==> config.mk <==
export PLATFORM = sky130hd
export DESIGN_NAME = mlp_layer_sequencer
export DESIGN_NICKNAME = d
export VERILOG_FILES = /design/src/rtl/mlp_pkg.sv /design/src/rtl/mlp_layer_counter.sv /design/src/rtl/mlp_layer_sequencer.sv
export SDC_FILE = /design/constraint.sdc
export NUM_CORES = 1
export LEC_CHECK = 0
export BUFFER_PORTS_ARGS = -buffer_cell sky130_fd_sc_hd__buf_2
export CAP_MARGIN = 25
export CORE_MARGIN = 2
export CORE_UTILIZATION = 33
export CTS_BUF_LIST = sky130_fd_sc_hd__clkbuf_2
export CTS_CLUSTER_DIAMETER = 30
export CTS_CLUSTER_SIZE = 28
export DETAILED_ROUTE_END_ITERATION = 16
export GPL_TIMING_DRIVEN = 0
export HOLD_SLACK_MARGIN = 0.06
export PLACE_DENSITY_LB_ADDON = 0.12
export SETUP_SLACK_MARGIN = 0.05
export SYNTH_ARGS = -nofsm -noshare
export SYNTH_HDL_FRONTEND = slang
export SYNTH_SLANG_ARGS = --single-unit
==> constraint.sdc <==
create_clock -name clk -period 1.5 [get_ports clk]
set_input_delay 0.075 -clock clk [delete_from_list [all_inputs] [get_ports clk]]
set_output_delay 0.075 -clock clk [all_outputs]
set_load 0.05 [all_outputs]
==> src/rtl/mlp_pkg.sv <==
// Shared MLP constants and the layer-sequencer state encoding.
package mlp_pkg;

  localparam int MLP_NUM_LAYERS = 4;
  localparam int MLP_LAYER_W    = 4;

  typedef enum logic [2:0] {
    SEQ_IDLE     = 3'd0,
    SEQ_FETCH    = 3'd1,
    SEQ_COMPUTE  = 3'd2,
    SEQ_ACTIVATE = 3'd3,
    SEQ_DONE     = 3'd4
  } mlp_seq_state_t;

endpackage

==> src/rtl/mlp_layer_counter.sv <==
// Layer index register: clear, saturating increment and last-layer flag.
module mlp_layer_counter
  import mlp_pkg::*;
#(
  parameter int NUM_LAYERS = MLP_NUM_LAYERS,
  parameter int LAYER_W    = MLP_LAYER_W
) (
  input  logic               clk,
  input  logic               reset,
  input  logic               clear,
  input  logic               incr,
  output logic [LAYER_W-1:0] layer,
  output logic               is_last
);

  localparam logic [LAYER_W-1:0] LAST_LAYER = LAYER_W'(NUM_LAYERS - 1);

  assign is_last = (layer == LAST_LAYER);

  // Saturates on the last layer so the index can never wrap.
  always_ff @(posedge clk or posedge reset) begin
    if (reset) begin
      layer <= '0;
    end else if (clear) begin
      layer <= '0;
    end else if (incr && !is_last) begin
      layer <= layer + LAYER_W'(1);
    end
  end

endmodule

==> src/rtl/mlp_layer_sequencer.sv <==
// Per-inference layer FSM. States: IDLE wait start | FETCH request weights |
// COMPUTE engine running | ACTIVATE relu + buffer swap | DONE completion pulse.
module mlp_layer_sequencer
  import mlp_pkg::*;
#(
  parameter int NUM_LAYERS = MLP_NUM_LAYERS,
  parameter int LAYER_W    = MLP_LAYER_W
) (
  input  logic               clk,
  input  logic               reset,
  input  logic               start,
  input  logic               abort,
  input  logic               wt_ready,
  input  logic               calc_done,
  output logic               busy,
  output logic               wt_req,
  output logic [LAYER_W-1:0] wt_layer,
  output logic               calc_start,
  output logic               act_en,
  output logic               buf_swap,
  output logic               done,
  output logic               aborted
);

  mlp_seq_state_t state, state_nxt;

  logic               first_q;
  logic               aborted_q;
  logic               abort_hit;
  logic               cnt_clear;
  logic               cnt_incr;
  logic               is_last;
  logic [LAYER_W-1:0] layer;

  assign abort_hit = abort && (state != SEQ_IDLE);

  mlp_layer_counter #(
    .NUM_LAYERS (NUM_LAYERS),
    .LAYER_W    (LAYER_W)
  ) u_layer_counter (
    .clk     (clk),
    .reset   (reset),
    .clear   (cnt_clear),
    .incr    (cnt_incr),
    .layer   (layer),
    .is_last (is_last)
  );

  always_ff @(posedge clk or posedge reset) begin
    if (reset) begin
      state <= SEQ_IDLE;
    end else begin
      state <= state_nxt;
    end
  end

  // first_q marks the first COMPUTE cycle: it drives calc_start and masks calc_done.
  always_ff @(posedge clk or posedge reset) begin
    if (reset) begin
      first_q   <= 1'b0;
      aborted_q <= 1'b0;
    end else begin
      first_q   <= (state == SEQ_FETCH) && wt_ready && !abort;
      aborted_q <= abort_hit;
    end
  end

  always_comb begin
    state_nxt = state;
    cnt_clear = 1'b0;
    cnt_incr  = 1'b0;
    if (abort_hit) begin
      state_nxt = SEQ_IDLE;
      cnt_clear = 1'b1;
    end else begin
      case (state)
        SEQ_IDLE: begin
          if (start) begin
            state_nxt = SEQ_FETCH;
            cnt_clear = 1'b1;
          end
        end
        SEQ_FETCH: begin
          if (wt_ready) state_nxt = SEQ_COMPUTE;
        end
        SEQ_COMPUTE: begin
          if (calc_done && !first_q) state_nxt = SEQ_ACTIVATE;
        end
        SEQ_ACTIVATE: begin
          if (is_last) begin
            state_nxt = SEQ_DONE;
          end else begin
            state_nxt = SEQ_FETCH;
            cnt_incr  = 1'b1;
          end
        end
        SEQ_DONE: begin
          state_nxt = SEQ_IDLE;
          cnt_clear = 1'b1;
        end
        default: begin
          state_nxt = SEQ_IDLE;
          cnt_clear = 1'b1;
        end
      endcase
    end
  end

  assign busy       = (state != SEQ_IDLE);
  assign wt_req     = (state == SEQ_FETCH);
  assign wt_layer   = layer;
  assign calc_start = first_q;
  assign act_en     = (state == SEQ_ACTIVATE) && !is_last;
  assign buf_swap   = (state == SEQ_ACTIVATE);
  assign done       = (state == SEQ_DONE);
  assign aborted    = aborted_q;

endmodule

==> impl_metrics.yaml, run 1 <==
routing:
  ant_nets: 0
  routed_wl_mm: 1.164
  drt-pass1-iter-count: 4
  vias_per_cell: 4.921
  wl_met3_um: 53
  drt-met1-wl_um: 554
  vias: 438
  first_iter_violations: 12
  drc: 0
  maxUsedRoutingLayer: "met3"
  route.met2.wl_um: 556
  routedWlPerCell_um: 13.08
critical_path:
  end_kind: "primary output"
  crit_type: "reg2out"
  crit_path_start_kind: "flip-flop"
  rr_startpoint: "u_layer_counter.layer[0]"
  worstPathRequired_ps: 1420
  path_max_fanout: 9
  crit_path_start: "state[1]"
  rrSetupSlack_ps: 180
  endpoint: "wt_req"
  cp_data_arrival_time_ps: 1310
  r2r_cells: 4
  worstReg2RegEnd: "u_layer_counter.layer[0]"
floorplan:
  dieArea_mm2: 0.001898
  rows: 14
  initial_core_util_pct: 34.71
  die_h_um: 43.57
  core_mm2: 0.001489
  chipWidth_um: 43.57
  ioPinCount: 17
final_layout:
  fillers: 160
  nets: 81
  syn_to_final_growth_pct: 39.71
  layout-drive-gt1-share_pct: 53.42
  stdcell_count: 89
  antenna_cells: 0
  fin_area_um2: 721.9
timing:
  slew_headroom_pct: 75.46
  setup_violations: 0
  skew_ps: 1.908
  worstMarginPinSlew_ps: 367.6
  period_share_pct: 92.03
  maxSlewViolCount: 0
  fin_setup_tns_ps: 0
  fmax_ghz: 0.7244
  rsz0062_at_grt: "true"
  period_needed_ps: 1380
  final_hold_viol_count: 0
  holdWs_ps: 103.6
synthesis:
  syn_inst: 50
  synth_nets: 57
  yosysUniqueCellTypes: 27
  ys_seq_area_share_pct: 43.58
  ys_warn_count: 0
  ys.flop_type: "dfrtp_1"
  avgSynthCellArea_um2: 10.33
  synth_seq_cells: 9
  synthArstFlopShare_pct: 100.0
  synth_area_um2: 516.7
  synth_edf_count: 0
power:
  p_seq_share_pct: 28.8
  p_comb_share_pct: 56.7
  leakagePower_nw: 0.3573
  switching_power_uw: 463.4
  internal_power_uw: 575.5
  clock_power_share_pct: 14.5
  ir_worst_vdd_uv: 561.4
  fin_total_pwr_mw: 1.039
  p_sw_share_pct: 44.61
  power_density_mw_per_mm2: 1439
placement:
  io_buffers: 16
  dp.cells: 82
  dpl_cell_area_um2: 648.1
  gp_congestion: 0.7151
  dp_hpwl_um: 861.4
clock_network:
  cts_htree_levels: 1
  clock-sinks: 9
  clock_tree.root_cell: "clkbuf_2"
  clockBufferDepth: 2
  clk_pin_slew_ps: 80
  tritoncts: "done"
  cts_buffers: 3
  clk_latency_ps: 240
global_routing:
  grt-ovfl-total: 0
  grt_max_degree: 10
  antenna_found_initial: 0
  grt_usage_pct: 13.89
  grt_pass1_wl_mm: 1.876
  grt_pass1_vias: 431
status:
  status: "completed"
flow_run:
  drv_cap: 0
min_path:
  worstHoldPathType: "in2reg"
==> final cells by class <==
class | instances | area [um2] | share of cell area, %
buffer | 2 | 18.77 | 2.600
clock buffer | 4 | 20.02 | 2.773
inverter | 4 | 15.01 | 2.080
multi-input combinational | 35 | 297.8 | 41.25
sequential | 9 | 229.0 | 31.72
tap | 16 | 20.02 | 2.773
timing repair buffer | 19 | 121.4 | 16.81
==> worst max-delay path: stages, from the launching register on <==
cell	delay [ps]
dfrtp_1	380
buf_4	170
nor3b_4	210
buf_2	300
==> registers in the layout, indices dropped and copies added (netlist names) <==
name and count:
state 3, aborted 1, calc_start 1, u_layer_counter.layer 4
==> how the worst min path moves through the flow <==
stage | start | end | slack, ps | depth (start not counted)
finish | wt_ready | calc_start | 100 | 3
global route | wt_ready | calc_start | 90 | 3
CTS | wt_ready | calc_start | 90 | 3
detailed placement | reset | u_layer_counter.layer[3] | 60 | 2
global placement | reset | u_layer_counter.layer[2] | 50 | 2
floorplan | reset | aborted | -100 | 1
==> repair_timing <==
item / in CTS / in global routing
buffers inserted: 0 / 1
gates resized for setup: 2 / 9
pin swaps: 0 / 0
hold buffers: 2 / 0
endpoints found under the setup margin: 2 / 5
hold endpoints to repair: 12 / 0
==> cell usage after synthesis, types with 2 or more instances <==
library cell  n  area (um2)
nor3b_1       2       15.01
dfrtp_1       9       225.2
o21ai_0       4       20.02
or3_1         2       12.51
nand2b_1      2       12.51
nor2_1        2       7.510
nand3b_1      2       15.01
inv_1         4       15.01
nand3_1       2       10.01
a21oi_1       4       20.02
==> cell usage in the layout (no fill, tap or decap) <==
cell type	count
nor2_2	1
buf_2	12
or3_4	1
a21oi_1	4
clkbuf_4	1
o21ai_0	4
nand2b_1	2
buf_6	2
nand3b_1	2
ha_4	1
nor3b_4	2
buf_4	4
clkbuf_2	4
or3b_4	1
and2_4	1
a22oi_2	1
dfrtp_1	6
o21a_1	1
nand3b_4	1
or3_1	2
nand3_1	2
dfrtp_2	3
a21oi_2	1
a211o_2	1
nor3_1	1
nand4b_1	1
inv_2	1
a211oi_1	1
a211o_1	1
dlygate4sd3_1	2
nor3b_1	1
and2_2	1
nor2_1	1
inv_1	3
==> layer usage <==
layer	vias to the layer above	GRT usage, %
li1	225	-
met1	206	17.36
met2	7	20.88
met3	0	7.500
met4	0	3.636
met5	-	0
==> cells by family after synthesis <==
| kind of cell | count (synthesis) | synth area share, % |
|---|---|---|
| flip-flops | 9 | 43.58 |
| AO/OA/AOI/OAI | 14 | 17.44 |
| buffers and inverters | 6 | 6.537 |
| adder cells (fa/ha/maj) | 1 | 2.421 |
| AND/OR/NAND/NOR | 20 | 30.02 |
==> through the flow <==
stage / setup slack (ps) / util (%)
floorplan: 49.70 / -
global route: 19.54 / 48.49
global placement: 202.7 / 43.53
finish: 119.5 / 48.49
detailed placement: 184.4 / 43.53
CTS: 34.61 / 46.72
==> power groups by stage <==
stage | combinational [mW] | clock, mW | sequential [mW]
after floorplan | 0.396 | 0 | 0.367
after CTS | 0.568 | 0.161 | 0.300
after global placement | 0.559 | 0 | 0.303
after global routing | 0.621 | 0.176 | 0.304
final | 0.589 | 0.151 | 0.299
after detailed placement | 0.560 | 0 | 0.305
Note: power is estimated with default switching activity, not from simulation.
==> run 2, diff against run 1 <==
Settings changed: SYNTH_HIERARCHICAL set to 1.
==> impl_metrics.yaml, run 2 <==
synthesis:
  synth.top_cell.area_share_pct: 37.82
  avgSynthCellArea_um2: 10.45
  ys.flop_type: "dfrtp_1"
  ys_seq_area_share_pct: 37.82
  synthTopCellsByArea: "dfrtp_1 38%, a2111oi_4 4.6%, nor2b_2 4.4%"
  synth_top_cell_by_area: "dfrtp_1"
  ys_warn_count: 6
  synth_seq_cells: 9
  synth_edf_count: 0
  post-synth-top-count-cell: "dfrtp_1"
  syn_inst: 57
  synth_area_um2: 595.6
  synthTopCellsByCount: "9 x dfrtp_1, 5 x nand2_1, 5 x nor2_1"
  yosysUniqueCellTypes: 29
  synthArstFlopShare_pct: 100.0
  synth_nets: 64
final_layout:
  reg.largest.list: "u_layer_counter/layer: 4 flops, state: 3 flops"
  antenna_cells: 0
  syn_to_final_growth_pct: 42.23
  nets: 91
  fin_area_um2: 847.1
  fillers: 165
  mostFrequentLayoutCells: "12 x buf_2, 7 x dfrtp_1, 6 x buf_4"
  max_flop_register: "u_layer_counter/layer"
  layout_commonest_cell: "buf_2"
  largest_reg_flops: 4
  multi_input_area_um2: 381.6
  register_area_um2: 227.7
  layout-drive-gt1-share_pct: 55.42
clock_network:
  clk_latency_ps: 230
  clockBufferDepth: 2
  clock-sinks: 9
  cts_htree_levels: 1
  cts_buffers: 3
  clk_pin_slew_ps: 90
  clock_tree.root_cell: "clkbuf_2"
  tritoncts: "done"
floorplan:
  initial_core_util_pct: 34.87
  die_h_um: 46.48
  rows: 15
  chipWidth_um: 46.48
  core_mm2: 0.001708
  ioPinCount: 17
  dieArea_mm2: 0.002160
critical_path:
  cp_data_arrival_time_ps: 1650
  crit_type: "reg2reg"
  path_max_fanout: 5
  crit_chain: "ha_4 -> nor3b_4 -> nor4_4 -> nor2b_4 -> mux2_4"
  cpPeakStageDelay_ps: 430
  end_kind: "flip-flop"
  crit_path_start_kind: "flip-flop"
  crit_path_top_delay_cell: "dfrtp_2"
  worstPathRequired_ps: 1620
power:
  fin_total_pwr_mw: 1.144
  ir_worst_vdd_uv: 477.3
  power_density_mw_per_mm2: 1351
  leakagePower_nw: 0.3899
timing:
  period_share_pct: 102.2
  postLayoutSetupSlackWorst_ps: -33.10
  worstMarginPinSlew_ps: 323.4
  skew_ps: 8.188
  period_needed_ps: 1533
  setup_violations: 2
  final_hold_viol_count: 0
  maxSlewViolCount: 0
  fmax_ghz: 0.6523
  rsz0062_at_grt: "true"
  slew_headroom_pct: 78.42
global_routing:
  grt-ovfl-total: 0
  grt_max_degree: 11
  antenna_found_initial: 0
  grt_pass1_wl_mm: 2.007
  grt_pass1_vias: 474
  grt_usage_pct: 13.65
routing:
  routedWlPerCell_um: 11.16
  drt-pass1-iter-count: 2
  ant_nets: 0
  routed_wl_mm: 1.205
  vias_per_cell: 4.519
  vias: 488
  drc: 0
  first_iter_violations: 1
placement:
  dpl_cell_area_um2: 755.7
  dp_hpwl_um: 892.6
  gp_congestion: 0.6321
  io_buffers: 16
min_path:
  worstHoldPathType: "in2reg"
flow_run:
  drv_cap: 0
status:
  status: "complete, but fails checks"
  violations: "negative setup slack"
run 2: cell count changes after synthesis, sizes merged, moves of 2 or more:
cell    delta
nand3b     -2
nor3       +2
nor2b      +6
a211o      -2
nand2      +5
inv        -2
a21oi      -3
nand3      -2
o21ai      -3
or3        -2
nor2       +3
run 2: cells by family after synthesis:
logic type,synth area share (%)
simple gates,36.98
flops,37.82
compound gates,11.56
buf+inv,5.882
mux,4.201
xor+xnor,1.471
fa+ha+maj,2.101
run 2: critical path, delay by kind of cell, from the launching register on:
family,cells,cell delay [ps]
and+or+nand+nor,3,530
muxes,1,290
adders and majority gates,1,170
DFF,1,430
run 2: what timing repair did:
action                                  4_1_cts  5_1_grt
cloned                                        0        0
gates resized for setup                       3        7
endpoints found under the setup margin        6        9
endpoints found under the hold margin         9        0
pin swaps                                     4        1
hold buffers                                  1        0
setup buffers                                 5        0
run 2: cell type report:
class | instances | share of cell area, %
flip-flops and latches | 9 | 26.88
plain buffers | 3 | 3.545
well taps | 25 | 3.693
multi-input cells | 43 | 45.05
clock buffers | 4 | 2.363
repair buffers | 22 | 17.58
inverters | 2 | 0.8863
run 2: path summary, 6_finish.rpt:
path                                     startpoint                       end  slack (ps)  cells after the start
min reg2reg                u_layer_counter/layer[2]  u_layer_counter/layer[2]         640                      2
max in group asynchronous                     reset                calc_start        1040                      3
min in group asynchronous                     reset  u_layer_counter/layer[2]         280                      3
max reg2reg                u_layer_counter/layer[0]  u_layer_counter/layer[0]         -30                      5
max                        u_layer_counter/layer[0]  u_layer_counter/layer[0]         -30                      5
min                                        wt_ready                  state[0]         100                      2
run 2: per-layer routing:
metal / GRT usage (%) / share of wire (%) / vias up
met1: 18.33 / 48 / 227
met3: 3.529 / 3.7 / 2
met5: 0 / 0 / -
met2: 19.17 / 47 / 10
met4: 8.571 / 1.6 / 0
li1: - / - / 249
run 2: metrics by stage:
step           worst slack [ps]  utilization [%]  hold slack (ps)  setup TNS [ps]  std cells
2_1_floorplan            -312.4                -           -159.1          -945.3         57
4_1_cts                  -29.82            48.72            83.67          -40.61        108
5_1_grt                  -100.4            49.60            71.26          -311.0        108
3_3_place_gp             -239.9            44.25           -19.79          -408.1         98
3_5_place_dp             -250.6            44.25           -20.38          -443.2         98
6_report                 -33.10            49.60            96.62          -42.21        108
run 2: power by group:
group / switching [mW] / internal, mW / leakage (nW)
logic: 0.417 / 0.289 / 0.254
clock network: 0.0740 / 0.0710 / 0.0166
registers: 0.0150 / 0.279 / 0.119
